$ cat config.mk
export PLATFORM = sky130hd
export DESIGN_NAME = dbus_master_flat
export DESIGN_NICKNAME = d
export VERILOG_FILES = /design/src/rtl/dbus_pkg.sv /design/src/rtl/dbus_if.sv /design/src/rtl/dbus_lane_align.sv /design/src/rtl/dbus_master.sv /design/src/flat_wrapper.sv
export SDC_FILE = /design/constraint.sdc
export NUM_CORES = 1
export LEC_CHECK = 0
export CORE_MARGIN = 3
export CORE_UTILIZATION = 40
export CTS_BUF_LIST = sky130_fd_sc_hd__clkbuf_8
export CTS_CLUSTER_SIZE = 24
export DETAILED_ROUTE_END_ITERATION = 10
export GPL_ROUTABILITY_DRIVEN = 0
export PLACE_DENSITY = 0.78
export SLEW_MARGIN = 20
export SYNTH_ARGS = -nofsm -noshare
export SYNTH_HDL_FRONTEND = slang
export SYNTH_SLANG_ARGS = --single-unit
$ cat constraint.sdc
create_clock -name clk -period 1.9 [get_ports clk]
set_clock_uncertainty 0.2 [all_clocks]
set_input_delay 0.285 -clock clk [delete_from_list [all_inputs] [get_ports clk]]
set_output_delay 0.285 -clock clk [all_outputs]
set_load 0.01 [all_outputs]
$ cat src/rtl/dbus_pkg.sv
// Shared encodings and FSM state type for the data-bus initiator.
package dbus_pkg;

  localparam logic [1:0] W_BYTE = 2'b00;
  localparam logic [1:0] W_HALF = 2'b01;
  localparam logic [1:0] W_WORD = 2'b10;
  localparam logic [1:0] W_RSVD = 2'b11;

  localparam int TIMEOUT_CYCLES_DEF = 64;

  typedef enum logic [1:0] {
    S_IDLE  = 2'd0,
    S_ISSUE = 2'd1,
    S_WAIT  = 2'd2,
    S_RESP  = 2'd3
  } state_t;

endpackage

$ cat src/rtl/dbus_if.sv
// CPU request/response channel plus the d_* data-port bus, seen from master and slave sides.
interface dbus_if;

  logic        req_valid;
  logic        req_ready;
  logic        req_wr;
  logic [1:0]  req_width;
  logic        req_signed;
  logic [31:0] req_addr;
  logic [31:0] req_wdata;

  logic        rsp_valid;
  logic [31:0] rsp_rdata;
  logic        rsp_err;

  logic        d_access;
  logic        d_cs;
  logic [31:0] d_addr;
  logic [3:0]  d_bytesel;
  logic [31:0] d_wr_val;
  logic        d_wr_en;
  logic [31:0] d_data;
  logic        d_ack;

  modport master (
    input  req_valid, req_wr, req_width, req_signed, req_addr, req_wdata,
    output req_ready,
    output rsp_valid, rsp_rdata, rsp_err,
    output d_access, d_cs, d_addr, d_bytesel, d_wr_val, d_wr_en,
    input  d_data, d_ack
  );

  modport slave (
    output req_valid, req_wr, req_width, req_signed, req_addr, req_wdata,
    input  req_ready,
    input  rsp_valid, rsp_rdata, rsp_err,
    input  d_access, d_cs, d_addr, d_bytesel, d_wr_val, d_wr_en,
    output d_data, d_ack
  );

endinterface

$ cat src/rtl/dbus_lane_align.sv
// Byte-lane steering: request-side bytesel/store replication/misalignment check,
// response-side lane extraction with sign or zero extension.
module dbus_lane_align
  import dbus_pkg::*;
(
  input  logic [1:0]  i_st_width,
  input  logic [1:0]  i_st_addr,
  input  logic [31:0] i_st_wdata,
  output logic [3:0]  o_bytesel,
  output logic [31:0] o_wr_val,
  output logic        o_misalign,
  input  logic [1:0]  i_ld_width,
  input  logic [1:0]  i_ld_addr,
  input  logic        i_ld_signed,
  input  logic [31:0] i_ld_data,
  output logic [31:0] o_ld_data
);

  logic [7:0]  w_byte;
  logic [15:0] w_half;

  always_comb begin
    o_bytesel  = 4'b0000;
    o_wr_val   = 32'h0;
    o_misalign = 1'b0;
    case (i_st_width)
      W_BYTE: begin
        o_bytesel = 4'b0001 << i_st_addr;
        o_wr_val  = {4{i_st_wdata[7:0]}};
      end
      W_HALF: begin
        o_bytesel  = i_st_addr[1] ? 4'b1100 : 4'b0011;
        o_wr_val   = {2{i_st_wdata[15:0]}};
        o_misalign = i_st_addr[0];
      end
      W_WORD: begin
        o_bytesel  = 4'b1111;
        o_wr_val   = i_st_wdata;
        o_misalign = |i_st_addr;
      end
      default: o_misalign = 1'b1;
    endcase
  end

  // Unselected lanes of the slave data are never passed through.
  always_comb begin
    case (i_ld_addr)
      2'd0:    w_byte = i_ld_data[7:0];
      2'd1:    w_byte = i_ld_data[15:8];
      2'd2:    w_byte = i_ld_data[23:16];
      default: w_byte = i_ld_data[31:24];
    endcase
    w_half = i_ld_addr[1] ? i_ld_data[31:16] : i_ld_data[15:0];
    case (i_ld_width)
      W_BYTE:  o_ld_data = {{24{i_ld_signed & w_byte[7]}}, w_byte};
      W_HALF:  o_ld_data = {{16{i_ld_signed & w_half[15]}}, w_half};
      W_WORD:  o_ld_data = i_ld_data;
      default: o_ld_data = 32'h0;
    endcase
  end

endmodule

$ cat src/rtl/dbus_master.sv
// Single-outstanding load/store initiator on the d_* bus with ack timeout
// so a dead slave turns into an error response instead of a hung pipeline.
module dbus_master
  import dbus_pkg::*;
#(
  parameter int TIMEOUT_CYCLES = TIMEOUT_CYCLES_DEF
) (
  input  logic   clk,
  input  logic   rst_n,
  dbus_if.master bus
);

  localparam logic [7:0] TO_LIMIT = 8'(TIMEOUT_CYCLES);

  state_t      r_state;
  state_t      w_next;
  logic        r_wr;
  logic        r_signed;
  logic [1:0]  r_width;
  logic [31:0] r_addr;
  logic [3:0]  r_bytesel;
  logic [31:0] r_wr_val;
  logic [7:0]  r_cnt;
  logic        r_rsp_valid;
  logic        r_rsp_err;
  logic [31:0] r_rsp_rdata;

  logic        w_accept;
  logic        w_done_ok;
  logic        w_done_err;
  logic [3:0]  w_bytesel;
  logic [31:0] w_wr_val;
  logic        w_misalign;
  logic [31:0] w_ld_data;

  dbus_lane_align u_align (
    .i_st_width  (bus.req_width),
    .i_st_addr   (bus.req_addr[1:0]),
    .i_st_wdata  (bus.req_wdata),
    .o_bytesel   (w_bytesel),
    .o_wr_val    (w_wr_val),
    .o_misalign  (w_misalign),
    .i_ld_width  (r_width),
    .i_ld_addr   (r_addr[1:0]),
    .i_ld_signed (r_signed),
    .i_ld_data   (bus.d_data),
    .o_ld_data   (w_ld_data)
  );

  assign w_accept = bus.req_valid && (r_state == S_IDLE);

  always_comb begin
    w_next     = r_state;
    w_done_ok  = 1'b0;
    w_done_err = 1'b0;
    case (r_state)
      S_IDLE: begin
        if (w_accept) begin
          if (w_misalign) begin
            w_next     = S_RESP;
            w_done_err = 1'b1;
          end else begin
            w_next = S_ISSUE;
          end
        end
      end
      S_ISSUE: begin
        if (bus.d_ack) begin
          w_next    = S_RESP;
          w_done_ok = 1'b1;
        end else begin
          w_next = S_WAIT;
        end
      end
      S_WAIT: begin
        // An ack on the final counted cycle still wins over the timeout.
        if (bus.d_ack) begin
          w_next    = S_RESP;
          w_done_ok = 1'b1;
        end else if (r_cnt == TO_LIMIT) begin
          w_next     = S_RESP;
          w_done_err = 1'b1;
        end
      end
      default: w_next = S_IDLE;
    endcase
  end

  always_ff @(posedge clk) begin
    if (!rst_n) begin
      r_state     <= S_IDLE;
      r_wr        <= 1'b0;
      r_signed    <= 1'b0;
      r_width     <= W_BYTE;
      r_addr      <= 32'h0;
      r_bytesel   <= 4'b0000;
      r_wr_val    <= 32'h0;
      r_cnt       <= 8'd0;
      r_rsp_valid <= 1'b0;
      r_rsp_err   <= 1'b0;
      r_rsp_rdata <= 32'h0;
    end else begin
      r_state <= w_next;
      if (w_accept) begin
        r_wr      <= bus.req_wr;
        r_signed  <= bus.req_signed;
        r_width   <= bus.req_width;
        r_addr    <= bus.req_addr;
        r_bytesel <= w_bytesel;
        r_wr_val  <= w_wr_val;
      end
      if (r_state == S_ISSUE)
        r_cnt <= 8'd1;
      else if (r_state == S_WAIT)
        r_cnt <= r_cnt + 8'd1;
      else
        r_cnt <= 8'd0;
      r_rsp_valid <= w_done_ok | w_done_err;
      r_rsp_err   <= w_done_err;
      r_rsp_rdata <= (w_done_ok && !r_wr) ? w_ld_data : 32'h0;
    end
  end

  assign bus.req_ready = (r_state == S_IDLE);
  assign bus.d_access  = (r_state == S_ISSUE);
  assign bus.d_cs      = (r_state == S_ISSUE);
  assign bus.d_wr_en   = (r_state == S_ISSUE) && r_wr;
  assign bus.d_addr    = {r_addr[31:2], 2'b00};
  assign bus.d_bytesel = r_bytesel;
  assign bus.d_wr_val  = r_wr_val;
  assign bus.rsp_valid = r_rsp_valid;
  assign bus.rsp_err   = r_rsp_err;
  assign bus.rsp_rdata = r_rsp_rdata;

endmodule

$ cat src/flat_wrapper.sv
// flat-port wrapper written by rule: the top's interface ports become plain ports
module dbus_master_flat import dbus_pkg::*;
#(
  parameter int TIMEOUT_CYCLES = TIMEOUT_CYCLES_DEF
)
  (clk, rst_n, bus_req_valid, bus_req_wr, bus_req_width, bus_req_signed, bus_req_addr, bus_req_wdata, bus_req_ready, bus_rsp_valid, bus_rsp_rdata, bus_rsp_err, bus_d_access, bus_d_cs, bus_d_addr, bus_d_bytesel, bus_d_wr_val, bus_d_wr_en, bus_d_data, bus_d_ack);
  dbus_if bus_i ();
  input  logic clk;
  input  logic rst_n;
  input wire logic [$bits(bus_i.req_valid)-1:0] bus_req_valid;
  input wire logic [$bits(bus_i.req_wr)-1:0] bus_req_wr;
  input wire logic [$bits(bus_i.req_width)-1:0] bus_req_width;
  input wire logic [$bits(bus_i.req_signed)-1:0] bus_req_signed;
  input wire logic [$bits(bus_i.req_addr)-1:0] bus_req_addr;
  input wire logic [$bits(bus_i.req_wdata)-1:0] bus_req_wdata;
  output wire logic [$bits(bus_i.req_ready)-1:0] bus_req_ready;
  output wire logic [$bits(bus_i.rsp_valid)-1:0] bus_rsp_valid;
  output wire logic [$bits(bus_i.rsp_rdata)-1:0] bus_rsp_rdata;
  output wire logic [$bits(bus_i.rsp_err)-1:0] bus_rsp_err;
  output wire logic [$bits(bus_i.d_access)-1:0] bus_d_access;
  output wire logic [$bits(bus_i.d_cs)-1:0] bus_d_cs;
  output wire logic [$bits(bus_i.d_addr)-1:0] bus_d_addr;
  output wire logic [$bits(bus_i.d_bytesel)-1:0] bus_d_bytesel;
  output wire logic [$bits(bus_i.d_wr_val)-1:0] bus_d_wr_val;
  output wire logic [$bits(bus_i.d_wr_en)-1:0] bus_d_wr_en;
  input wire logic [$bits(bus_i.d_data)-1:0] bus_d_data;
  input wire logic [$bits(bus_i.d_ack)-1:0] bus_d_ack;
  assign bus_i.req_valid = bus_req_valid;
  assign bus_i.req_wr = bus_req_wr;
  assign bus_i.req_width = bus_req_width;
  assign bus_i.req_signed = bus_req_signed;
  assign bus_i.req_addr = bus_req_addr;
  assign bus_i.req_wdata = bus_req_wdata;
  assign bus_req_ready = bus_i.req_ready;
  assign bus_rsp_valid = bus_i.rsp_valid;
  assign bus_rsp_rdata = bus_i.rsp_rdata;
  assign bus_rsp_err = bus_i.rsp_err;
  assign bus_d_access = bus_i.d_access;
  assign bus_d_cs = bus_i.d_cs;
  assign bus_d_addr = bus_i.d_addr;
  assign bus_d_bytesel = bus_i.d_bytesel;
  assign bus_d_wr_val = bus_i.d_wr_val;
  assign bus_d_wr_en = bus_i.d_wr_en;
  assign bus_i.d_data = bus_d_data;
  assign bus_i.d_ack = bus_d_ack;
  dbus_master #(.TIMEOUT_CYCLES(TIMEOUT_CYCLES)) u_core (.clk(clk), .rst_n(rst_n), .bus(bus_i));
endmodule
==> run summary, run 1 <==
Hold Path Depth -> 3
Final WL -> 15500 um
Initial antenna violation count -> 0
DR vias/cell -> 5.16
Final TNS setup -> 0 ps
Hold buffer count at CTS -> 0
Die ar. -> 14100 um2
Leak -> 3.21 nW
Clk sink count -> 116
Worst Path Max Fanout -> 2
Tmin final -> 1840 ps
Placed Area -> 7340 um2
Die Y -> 119 um
Area of the multi-input gates -> 2360 um2
Starting Density -> 0.416
Max Fclk -> 544 MHz
CTS Buf Count -> 17
Core area -> 12300 um2
CP required -> 1410 ps
Startpoint types -> flop
CTS tree -> built
DR WL/cell -> 16.5 um
Placed Cells -> 912
Worst hold path startpoint -> rst_n
Final setup viols -> 0
Share of layout cells above drive strength 1 -> 0.120
Syn Area/Cell -> 8.97 um2
Post-place setup slack -> -87.6 ps
RSZ-0062 raised after global routing -> no
Detailed-route via count -> 4865
Flop2flop setup slack -> 120 ps
Drt initial violations -> 239
Slew Limit Fails -> 0
Reg area -> 2330 um2
Ant. Diodes -> 0
GRT Total Usage -> 0.220
Cells after synthesis -> 569
Critical path arrival -> 1350 ps
R2R Path Start -> u_core.r_addr[1]$_SDFFE_PN0N_
Reg2Reg Depth -> 4
Status -> complete, no violations
Slowest stage delay, CP -> 560 ps
CP bufs+invs -> 1
Tot Pwr -> 8.63 mW
Crit-path cells -> clkdlybuf4s50_1
Die span in x -> 119 um
Top delay family on crit path -> buffers and inverters
Max-Cap Viols -> 0
HPWL Detailed -> 11600 um
Top FF cell, synth -> dfxtp_1
Area Growth Syn to Fin -> 53.8%
Distinct cells, synth -> 43
Kind of critical path -> reg2out
Post-layout util -> 0.640
Clock root cell -> clkbuf_8
Synth warnings -> 0
Finished Cell Area -> 7850 um2
Vias in the first global route -> 5042
EDFF count, synth -> 0
DR pass1 iterations -> 5
# rows -> 40
NumNets Final -> 873
Maximum vdd drop -> 0.741 mV
Worst Hold Class -> in2reg
Clock latency on the worst-skew pair -> 430 ps
Grt ovf -> 0
Clock Pin Slew Worst Setup and Hold Paths -> 80 ps
Fill count -> 1005
IO buf count -> 207
H-tree Lvls -> 4
Post-Layout Cell Count -> 943
Crit end category -> output pin
Pwr dens -> 1100 nW/um2
Netlist Area Pre-Place -> 5100 um2
Fin crit share -> 0.967
Worst hold slack -> 97.8 ps
Fin. Hold Viols -> 0
IO Pins -> 210
Slowest-stage cell, CP -> clkdlybuf4s50_1
FFs w/ async S/R, synth -> 0
Largest net degree at the start of global routing -> 80
Final worst slack -> 62.2 ps
Clock buffer depth -> 2
WHS Endpoint -> u_core.bus.rsp_rdata[15]$_SDFF_PN0_
Final ANT Viol Nets -> 0
DRC errors left -> 0
Register bit count reported by yosys -> 116
Register area share after synthesis -> 0.455
First-pass GRT wire length -> 24800 um
Worst R2R End -> u_core.bus.rsp_rdata[8]$_SDFF_PN0_
state kept, by name (all words and copies together), names as in the netlist:
name / cells
u_core.r_cnt: 8
u_core.bus.d_wr_val: 32
u_core.bus.rsp_err: 1
u_core.bus.rsp_rdata: 32
u_core.r_wr: 1
u_core.r_state: 2
u_core.r_addr: 32
u_core.r_signed: 1
u_core.r_width: 2
u_core.bus.rsp_valid: 1
u_core.bus.d_bytesel: 4
where the power goes:
part           switching [mW]  internal, mW
registers               0.252          2.85
clock network            1.01          1.55
logic                    1.40          1.57
total                    2.66          5.97
kinds of logic after synthesis:
family          synth area share
compound gates             0.195
xor+xnor                  0.0103
fa+ha+maj                 0.0147
mux                       0.0745
buf+inv                   0.0900
simple gates               0.159
other cells             0.000735
flops                      0.455
cells in the final DEF, fill, tap and decap left out, drive strengths merged, types with 8 or more instances in the layout:
cell	instances
dfxtp	116
nand2	96
a21boi	37
o21ai	29
a21oi	43
clkdlybuf4s50	185
mux2	8
nor3b	9
buf	41
clkbuf	18
mux2i	11
nor2b	15
a22oi	19
a221oi	8
inv	9
nor2	39
dlymetal6s2s	15
cell usage after synthesis (2+ instances only):
master	number	area share
nand2_1	96	0.071
nand2b_1	2	0.0025
nand3_1	5	0.0049
dfxtp_1	116	0.46
nor2_1	39	0.029
a21o_1	2	0.0029
buf_6	2	0.0044
nor3_1	5	0.0049
nor3b_1	9	0.013
inv_1	8	0.0059
and3_1	2	0.0025
mux2i_1	11	0.022
mux4_1	6	0.031
buf_4	35	0.051
mux2_2	8	0.018
ha_1	6	0.015
xor2_1	5	0.0086
a21oi_1	43	0.042
nor2b_1	15	0.018
a22oi_1	19	0.028
buf_2	10	0.0098
a22o_1	7	0.012
a221oi_1	8	0.014
a21boi_0	37	0.054
and2_1	4	0.0049
o21ai_0	28	0.027
clkbuf_1	24	0.018
nand3b_1	2	0.0029
layer usage:
layer  routed length (um)  part of all wire  GRT usage
met5                    0                 0          0
met4                  204             0.013     0.0652
met3                 1420             0.092     0.0954
met2                 7820              0.50      0.390
met1                 6070              0.39      0.238
worst max path at each step:
| stage | from | endpoint | slack, ps | cells after the start |
|---|---|---|---|---|
| 6_report | u_core.bus.d_wr_val[30]$_SDFFE_PN0N_ | bus_d_wr_val[30] | 60 | 1 |
| 5_1_grt | u_core.bus.d_wr_val[2]$_SDFFE_PN0N_ | bus_d_wr_val[2] | 0.6 | 1 |
| 4_1_cts | u_core.r_state[0]$_SDFFE_PN0P_ | bus_req_ready | 1 | 3 |
| 3_5_place_dp | bus_req_width[0] | u_core.bus.rsp_valid$_SDFF_PN0_ | -90 | 5 |
| 3_3_place_gp | bus_req_width[0] | u_core.bus.rsp_valid$_SDFF_PN0_ | -50 | 5 |
| 2_1_floorplan | u_core.r_state[0]$_SDFFE_PN0P_ | u_core.bus.d_wr_val[21]$_SDFFE_PN0N_ | 120 | 7 |
area by class of cell:
| cell class | count | area share |
|---|---|---|
| Clock inverter | 14 | 0.0271 |
| Tap cell | 168 | 0.0268 |
| Multi-Input combinational cell | 374 | 0.301 |
| Clock buffer | 17 | 0.0298 |
| Sequential cell | 116 | 0.297 |
| Timing Repair Buffer | 246 | 0.315 |
| Inverter | 8 | 0.00383 |
timing repair:
item / in CTS / in global routing
setup endpoints to repair: 6 / 24
gates resized for setup: 17 / 18
gates cloned: 0 / 0
buffers inserted: 0 / 0
No activity file was read; power rests on OpenSTA's default activity.
==> run 2: changes to the inputs <==
==> constraint.sdc (replaced) <==
create_clock -name clk -period 1.9 [get_ports clk]
set_clock_uncertainty 0.2 [all_clocks]
set_input_delay 0.38 -clock clk [delete_from_list [all_inputs] [get_ports clk]]
set_output_delay 0.38 -clock clk [all_outputs]
set_load 0.01 [all_outputs]
==> run 2 against run 1 <==
  * Count of clock-buffer cells in the layout rose by 1
  * Setup slack got worse by 28 ps
  * Core utilization fell by 1.4 points
==> run summary, run 2 (same netlist as run 1, synthesis figures left out) <==
Status -> complete, no violations (unchanged)
Slew margin rel. -> 0.578
Share of layout cells above drive strength 1 -> 0.130 (was 0.120)
Post-Layout Cell Count -> 951 (was 943)
Largest net degree at the start of global routing -> 80 (unchanged)
Tmin final -> 1870 ps (was 1840 ps)
Most common library cell in the layout ignoring fill and taps -> dfxtp_1 (was clkdlybuf4s50_1)
# rows -> 40 (unchanged)
Grt ovf -> 0 (unchanged)
Tot Pwr -> 7.87 mW (was 8.63 mW)
GRT busiest layer -> met2 (unchanged)
Worst Hold Class -> reg2reg (was in2reg)
Final worst slack -> 34.5 ps (was 62.2 ps)
GRT Total Usage -> 0.221 (was 0.220)
Initial antenna violation count -> 0 (unchanged)
Grt met1 use -> 0.246 (was 0.238)
CTS Buf Count -> 17 (unchanged)
NumNets Final -> 883 (was 873)
Final ANT Viol Nets -> 0 (unchanged)
Startpoint types -> flop (unchanged)
Max-Cap Viols -> 0 (unchanged)
Die ar. -> 14100 um2 (unchanged)
Vias in the first global route -> 5092 (was 5042)
Clock latency on the worst-skew pair -> 430 ps (about the same)
Placed Cells -> 918 (was 912)
Reg2Reg Depth -> 3 (was 4)
IO buf count -> 207 (unchanged)
Slowest stage delay, CP -> 340 ps (was 560 ps)
DR pass1 iterations -> 5 (unchanged)
Pwr dens -> 1020 nW/um2 (was 1100 nW/um2)
Worst hold path startpoint -> u_core.r_addr[19]$_SDFFE_PN0N_ (was rst_n)
Slowest-stage cell, CP -> dfxtp_2 (was clkdlybuf4s50_1)
DRC errors left -> 0 (unchanged)
Ant. Diodes -> 0 (unchanged)
Crit-path cells -> inv_2 -> ha_2 -> and2_1 -> buf_2 (was clkdlybuf4s50_1)
Hold Path Depth -> 2 (was 3)
Fin. Hold Viols -> 0 (unchanged)
Clock root cell -> clkbuf_8 (unchanged)
HPWL Detailed -> 11800 um (was 11600 um)
Worst-Margin Slew -> 632 ps
Final setup viols -> 0 (unchanged)
Worst Path Max Fanout -> 4 (was 2)
Starting Density -> 0.416 (unchanged)
IO Pins -> 210 (unchanged)
Hold buffer count at CTS -> 0 (unchanged)
Die Y -> 119 um (unchanged)
Detailed-route via count -> 4859 (was 4865)
Clock buffer depth -> 2 (unchanged)
Flop2flop setup slack -> 110 ps (was 120 ps)
H-tree Lvls -> 4 (unchanged)
Crit end category -> output pin (unchanged)
WHS Endpoint -> u_core.r_addr[19]$_SDFFE_PN0N_ (was u_core.bus.rsp_rdata[15]$_SDFF_PN0_)
Leak -> 3.52 nW (was 3.21 nW)
First-pass GRT wire length -> 24900 um (was 24800 um)
Max Fclk -> 536 MHz (was 544 MHz)
Final TNS setup -> 0 ps (unchanged)
DR WL/cell -> 16.6 um (was 16.5 um)
Slew Limit Fails -> 0 (unchanged)
CP required -> 1320 ps (was 1410 ps)
Worst R2R End -> u_core.bus.rsp_rdata[1]$_SDFF_PN0_ (was u_core.bus.rsp_rdata[8]$_SDFF_PN0_)
CTS tree -> built (unchanged)
Core area -> 12300 um2 (unchanged)
DR vias/cell -> 5.11 (was 5.16)
Met2 Use GR -> 0.379 (was 0.390)
Final WL -> 15800 um (was 15500 um)
R2R Path Start -> u_core.r_addr[1]$_SDFFE_PN0N_ (unchanged)
Clock Pin Slew Worst Setup and Hold Paths -> 60 ps (was 80 ps)
Kind of critical path -> reg2out (unchanged)
Maximum vdd drop -> 0.561 mV (was 0.741 mV)
Critical path arrival -> 1290 ps (was 1350 ps)
Drt initial violations -> 316 (was 239)
Die span in x -> 119 um (unchanged)
Clk sink count -> 116 (unchanged)
Post-place setup slack -> -554 ps (was -87.6 ps)
Fin crit share -> 0.982 (was 0.967)
Most frequent cells in the layout -> dfxtp_1, clkdlybuf4s50_1, nand2_1, dlygate4sd2_1, a21oi_1 (was clkdlybuf4s50_1, dfxtp_1, nand2_1, a21oi_1, nor2_1)
Met3 Track Usage GR -> 0.0859 (was 0.0954)
Area Growth Syn to Fin -> 50.5% (was 53.8%)
RSZ-0062 raised after global routing -> yes (was no)
run 2: cell count changes in the layout (fill, tap and decap cells not counted), sizes merged, moves of 4 or more:
cell and change:
bufinv -4, dlygate4sd2 +75, buf +10, clkdlybuf4s50 -75
run 2: worst max-delay path by stage:
stage | slack [ps] | to | start | cells past startpoint
2_1_floorplan | 120 | u_core.bus.d_wr_val[21]$_SDFFE_PN0N_ | u_core.r_state[0]$_SDFFE_PN0P_ | 7
3_3_place_gp | -500 | u_core.bus.d_wr_val[14]$_SDFFE_PN0N_ | bus_req_width[1] | 6
3_5_place_dp | -550 | u_core.bus.d_wr_val[28]$_SDFFE_PN0N_ | bus_req_width[1] | 6
4_1_cts | -7 | bus_d_wr_en | u_core.r_state[1]$_SDFFE_PN0P_ | 4
5_1_grt | -40 | bus_d_wr_en | u_core.r_state[1]$_SDFFE_PN0P_ | 4
6_report | 30 | bus_d_wr_en | u_core.r_state[1]$_SDFFE_PN0P_ | 4
run 2: where the power goes:
part / total (mW) / internal [mW] / switching, mW / leakage (nW)
clock: 1.94 / 1.01 / 0.931 / 0.188
combinational: 2.84 / 1.42 / 1.42 / 2.39
sequential: 3.09 / 2.85 / 0.240 / 0.948
total: 7.87 / 5.28 / 2.59 / 3.52
run 2: metal layers:
layer | vias up | routed length [um]
li1 | 2334 | -
met1 | 2263 | 6230
met2 | 232 | 7770
met3 | 30 | 1450
met4 | 0 | 316
met5 | - | 0
run 2: layout make-up:
type | count | area, um2
Timing Repair Buffer | 256 | 2450
Tap cell | 168 | 210
Multi-Input combinational cell | 374 | 2340
Sequential cell | 116 | 2320
Fill cell | 1038 | 4580
Clock buffer | 18 | 248
Clock inverter | 11 | 75.1
Inverter | 8 | 30.0
run 2: metrics by stage:
stage                     utilization  area, um2  hold slack, ps
after CTS                       0.622       7630             262
after floorplan                     -       5110             244
final                           0.626       7680             259
after detailed placement        0.602       7380             256
after global placement          0.602       7380             249
after global routing            0.626       7680             281
run 2: timing repair:
item	in CTS	in global routing
setup endpoints to repair	98	31
resized for setup	98	14
setup buffers	2	2
pin swaps	1	0
run 2: critical path: cells and delay by family (launching register included):
kind                     cells  cell delay, ps
flip-flops                   1             340
buffers and inverters        2             170
AND/OR/NAND/NOR              1             160
adder cells (fa/ha/maj)      1             190
==> run 3: changes to the inputs <==
CORE_ASPECT_RATIO = 0.7   (was not set)
CORE_UTILIZATION = 55   (was 40)
DONT_BUFFER_PORTS = 1   (was not set)
PLACE_DENSITY = 0.73   (was 0.78)
==> run 3 against run 2 <==
  * Sequential share of layout area is 6.0 points higher
  * Clock power is 12% higher
  * Core utilization is 11 points higher
  * Sequential power is 8.4% higher
  * Total power is 5.8% lower
  * First-iteration DRC count is 22% higher
  * Maximum frequency is 1.2% higher
  * Non-clock buffer count is 142 lower
  * Flip-flop and latch count stayed put
  * Register-to-register slack hardly changed
==> run summary, run 3 (same netlist as run 1, synthesis figures left out) <==
Slew Limit Fails -> 0 (unchanged)
Int Pwr -> 4.91 mW (was 5.28 mW)
Clock latency on the worst-skew pair -> 420 ps (was 430 ps)
WHS Endpoint -> u_core.bus.d_wr_val[23]$_SDFFE_PN0N_ (was u_core.r_addr[19]$_SDFFE_PN0N_)
Pwr dens -> 1160 nW/um2 (was 1020 nW/um2)
Crit-path cells -> buf_6 -> ha_4 -> and2_4 (was inv_2 -> ha_2 -> and2_1 -> buf_2)
Flop2flop setup slack -> 100 ps (was 110 ps)
Fin. Hold Viols -> 0 (unchanged)
Final ANT Viol Nets -> 0 (unchanged)
Share of layout cells above drive strength 1 -> 0.120 (was 0.130)
Drt initial violations -> 385 (was 316)
DRC errors left -> 0 (unchanged)
Vias in the first global route -> 4507 (was 5092)
Die span in x -> 121 um (was 119 um)
CTS Buf Count -> 17 (unchanged)
Post-Layout Cell Count -> 763 (was 951)
DR WL/cell -> 19.9 um (was 16.6 um)
H-tree Lvls -> 4 (unchanged)
Placed Area -> 4990 um2 (was 7380 um2)
Clock Pin Slew Worst Setup and Hold Paths -> 70 ps (was 60 ps)
Worst Path Max Fanout -> 6 (was 4)
Starting Density -> 0.585 (was 0.416)
Ant. Diodes -> 0 (unchanged)
Kind of critical path -> reg2out (unchanged)
CP bufs+invs -> 1 (was 2)
Clk sink count -> 116 (unchanged)
DR pass1 iterations -> 5 (unchanged)
Slowest stage delay, CP -> 340 ps (about the same)
Clock buffer depth -> 2 (unchanged)
Die ar. -> 10500 um2 (was 14100 um2)
Final WL -> 15200 um (was 15800 um)
Placed Cells -> 637 (was 918)
Core area -> 8720 um2 (was 12300 um2)
Final worst slack -> 57.0 ps (was 34.5 ps)
GRT Total Usage -> 0.284 (was 0.221)
IO buf count -> 0 (was 207)
First-pass GRT wire length -> 23200 um (was 24900 um)
Comb pwr share -> 0.255 (was 0.361)
Slew margin rel. -> 0.657 (was 0.578)
Top delay family on crit path -> flip-flops (unchanged)
Sequential share of power -> 0.451 (was 0.393)
Reg2Reg Depth -> 5 (was 3)
Fin crit share -> 0.970 (was 0.982)
Maximum vdd drop -> 0.806 mV (was 0.561 mV)
Final TNS setup -> 0 ps (unchanged)
Worst hold path startpoint -> bus_req_wdata[23] (was u_core.r_addr[19]$_SDFFE_PN0N_)
Post-place setup slack -> -126 ps (was -554 ps)
Max-Cap Viols -> 0 (unchanged)
Startpoint types -> flop (unchanged)
Finished Cell Area -> 6410 um2 (was 7680 um2)
Worst-Margin Slew -> 514 ps (was 632 ps)
Clock share of power -> 0.294 (was 0.247)
NumNets Final -> 741 (was 883)
HPWL Detailed -> 9050 um (was 11800 um)
CP required -> 1320 ps (about the same)
Fill count -> 588 (was 1038)
Worst R2R End -> u_core.bus.rsp_rdata[29]$_SDFF_PN0_ (was u_core.bus.rsp_rdata[1]$_SDFF_PN0_)
Net switching power -> 2.50 mW (was 2.59 mW)
Clock root cell -> clkbuf_8 (unchanged)
Crit end category -> output pin (unchanged)
# rows -> 28 (was 40)
Tmin final -> 1840 ps (was 1870 ps)
Largest net degree at the start of global routing -> 78 (was 80)
Initial antenna violation count -> 0 (unchanged)
Status -> complete, no violations (unchanged)
Most common library cell in the layout ignoring fill and taps -> dfxtp_1 (unchanged)
Leak -> 2.44 nW (was 3.52 nW)
Die Y -> 86.6 um (was 119 um)
Net Sw Frac -> 0.338 (was 0.329)
DR vias/cell -> 5.88 (was 5.11)
Area Growth Syn to Fin -> 25.6% (was 50.5%)
Final setup viols -> 0 (unchanged)
Worst Hold Class -> in2reg (was reg2reg)
Max Fclk -> 543 MHz (was 536 MHz)
IO Pins -> 210 (unchanged)
Detailed-route via count -> 4485 (was 4859)
Hold Path Depth -> 2 (unchanged)
CTS tree -> built (unchanged)
Grt ovf -> 0 (unchanged)
Slowest-stage cell, CP -> dfxtp_2 (unchanged)
Critical path arrival -> 1260 ps (was 1290 ps)
R2R Path Start -> u_core.r_addr[1]$_SDFFE_PN0N_ (unchanged)
Most frequent cells in the layout -> dfxtp_1, nand2_1, dlygate4sd3_1, a21oi_1, nor2_1 (was dfxtp_1, clkdlybuf4s50_1, nand2_1, dlygate4sd2_1, a21oi_1)
[run 3: cell types whose count changed in the layout (fill, tap and decap cells not counted), moves of 3 or more]
cell	change
clkdlybuf4s50_1	-110
dlymetal6s2s_1	-13
clkdlybuf4s15_2	-3
buf_12	-6
dlygate4sd3_1	+93
dlygate4sd2_1	-79
buf_4	-25
clkinvlp_4	+3
[run 3: worst max-delay path by stage]
stage                                        start                                   end  slack, ps  cells past startpoint
finish              u_core.r_state[0]$_SDFFE_PN0P_                           bus_d_wr_en         60                      3
global route         u_core.r_addr[1]$_SDFFE_PN0N_   u_core.bus.rsp_rdata[27]$_SDFF_PN0_        -20                      5
CTS                 u_core.r_state[1]$_SDFFE_PN0P_                         bus_req_ready        -20                      4
detailed placement  u_core.r_state[0]$_SDFFE_PN0P_   u_core.bus.rsp_rdata[27]$_SDFF_PN0_       -130                      5
global placement    u_core.r_state[0]$_SDFFE_PN0P_    u_core.bus.rsp_rdata[7]$_SDFF_PN0_        -30                      5
floorplan           u_core.r_state[0]$_SDFFE_PN0P_  u_core.bus.d_wr_val[21]$_SDFFE_PN0N_        120                      7
[run 3: power by group through the flow]
stage	Combinational, mW	Clock [mW]	Sequential (mW)
2_1_floorplan	1.43	0	3.20
3_3_place_gp	1.47	0	3.37
3_5_place_dp	1.55	0	3.38
4_1_cts	1.77	2.19	3.33
5_1_grt	2.09	2.31	3.39
6_report	1.89	2.18	3.35
[run 3: final cells by class]
type / instances / area [um2] / share of cell area
timing repair buffer: 114 / 1130 / 0.176
clock buffer: 19 / 262 / 0.0408
inverter: 8 / 30.0 / 0.00469
tap: 120 / 150 / 0.0234
sequential: 116 / 2320 / 0.363
clock inverter: 12 / 115 / 0.0180
multi-input combinational: 374 / 2400 / 0.374
[run 3: what timing repair did]
| item | in CTS | in global routing |
|---|---|---|
| pin swaps | 1 | 3 |
| setup endpoints to repair | 28 | 34 |
| hold endpoints to repair | 107 | 1 |
| hold buffers | 93 | 1 |
| resized for setup | 6 | 13 |
| setup buffers | 0 | 1 |
[run 3: metrics by stage]
stage	utilization	hold WS (ps)	total power [mW]
2_1_floorplan	-	244	4.63
3_3_place_gp	0.572	278	4.84
3_5_place_dp	0.572	284	4.93
4_1_cts	0.726	4.56	7.29
5_1_grt	0.735	16.0	7.80
6_report	0.735	21.4	7.41
[run 3: per-layer routing]
| metal | up-vias | share of wire | GRT usage |
|---|---|---|---|
| met5 | - | 0 | 0 |
| met4 | 0 | 0.025 | 0.113 |
| met3 | 42 | 0.12 | 0.118 |
| met2 | 275 | 0.50 | 0.491 |
| met1 | 2112 | 0.36 | 0.312 |
| li1 | 2056 | - | - |
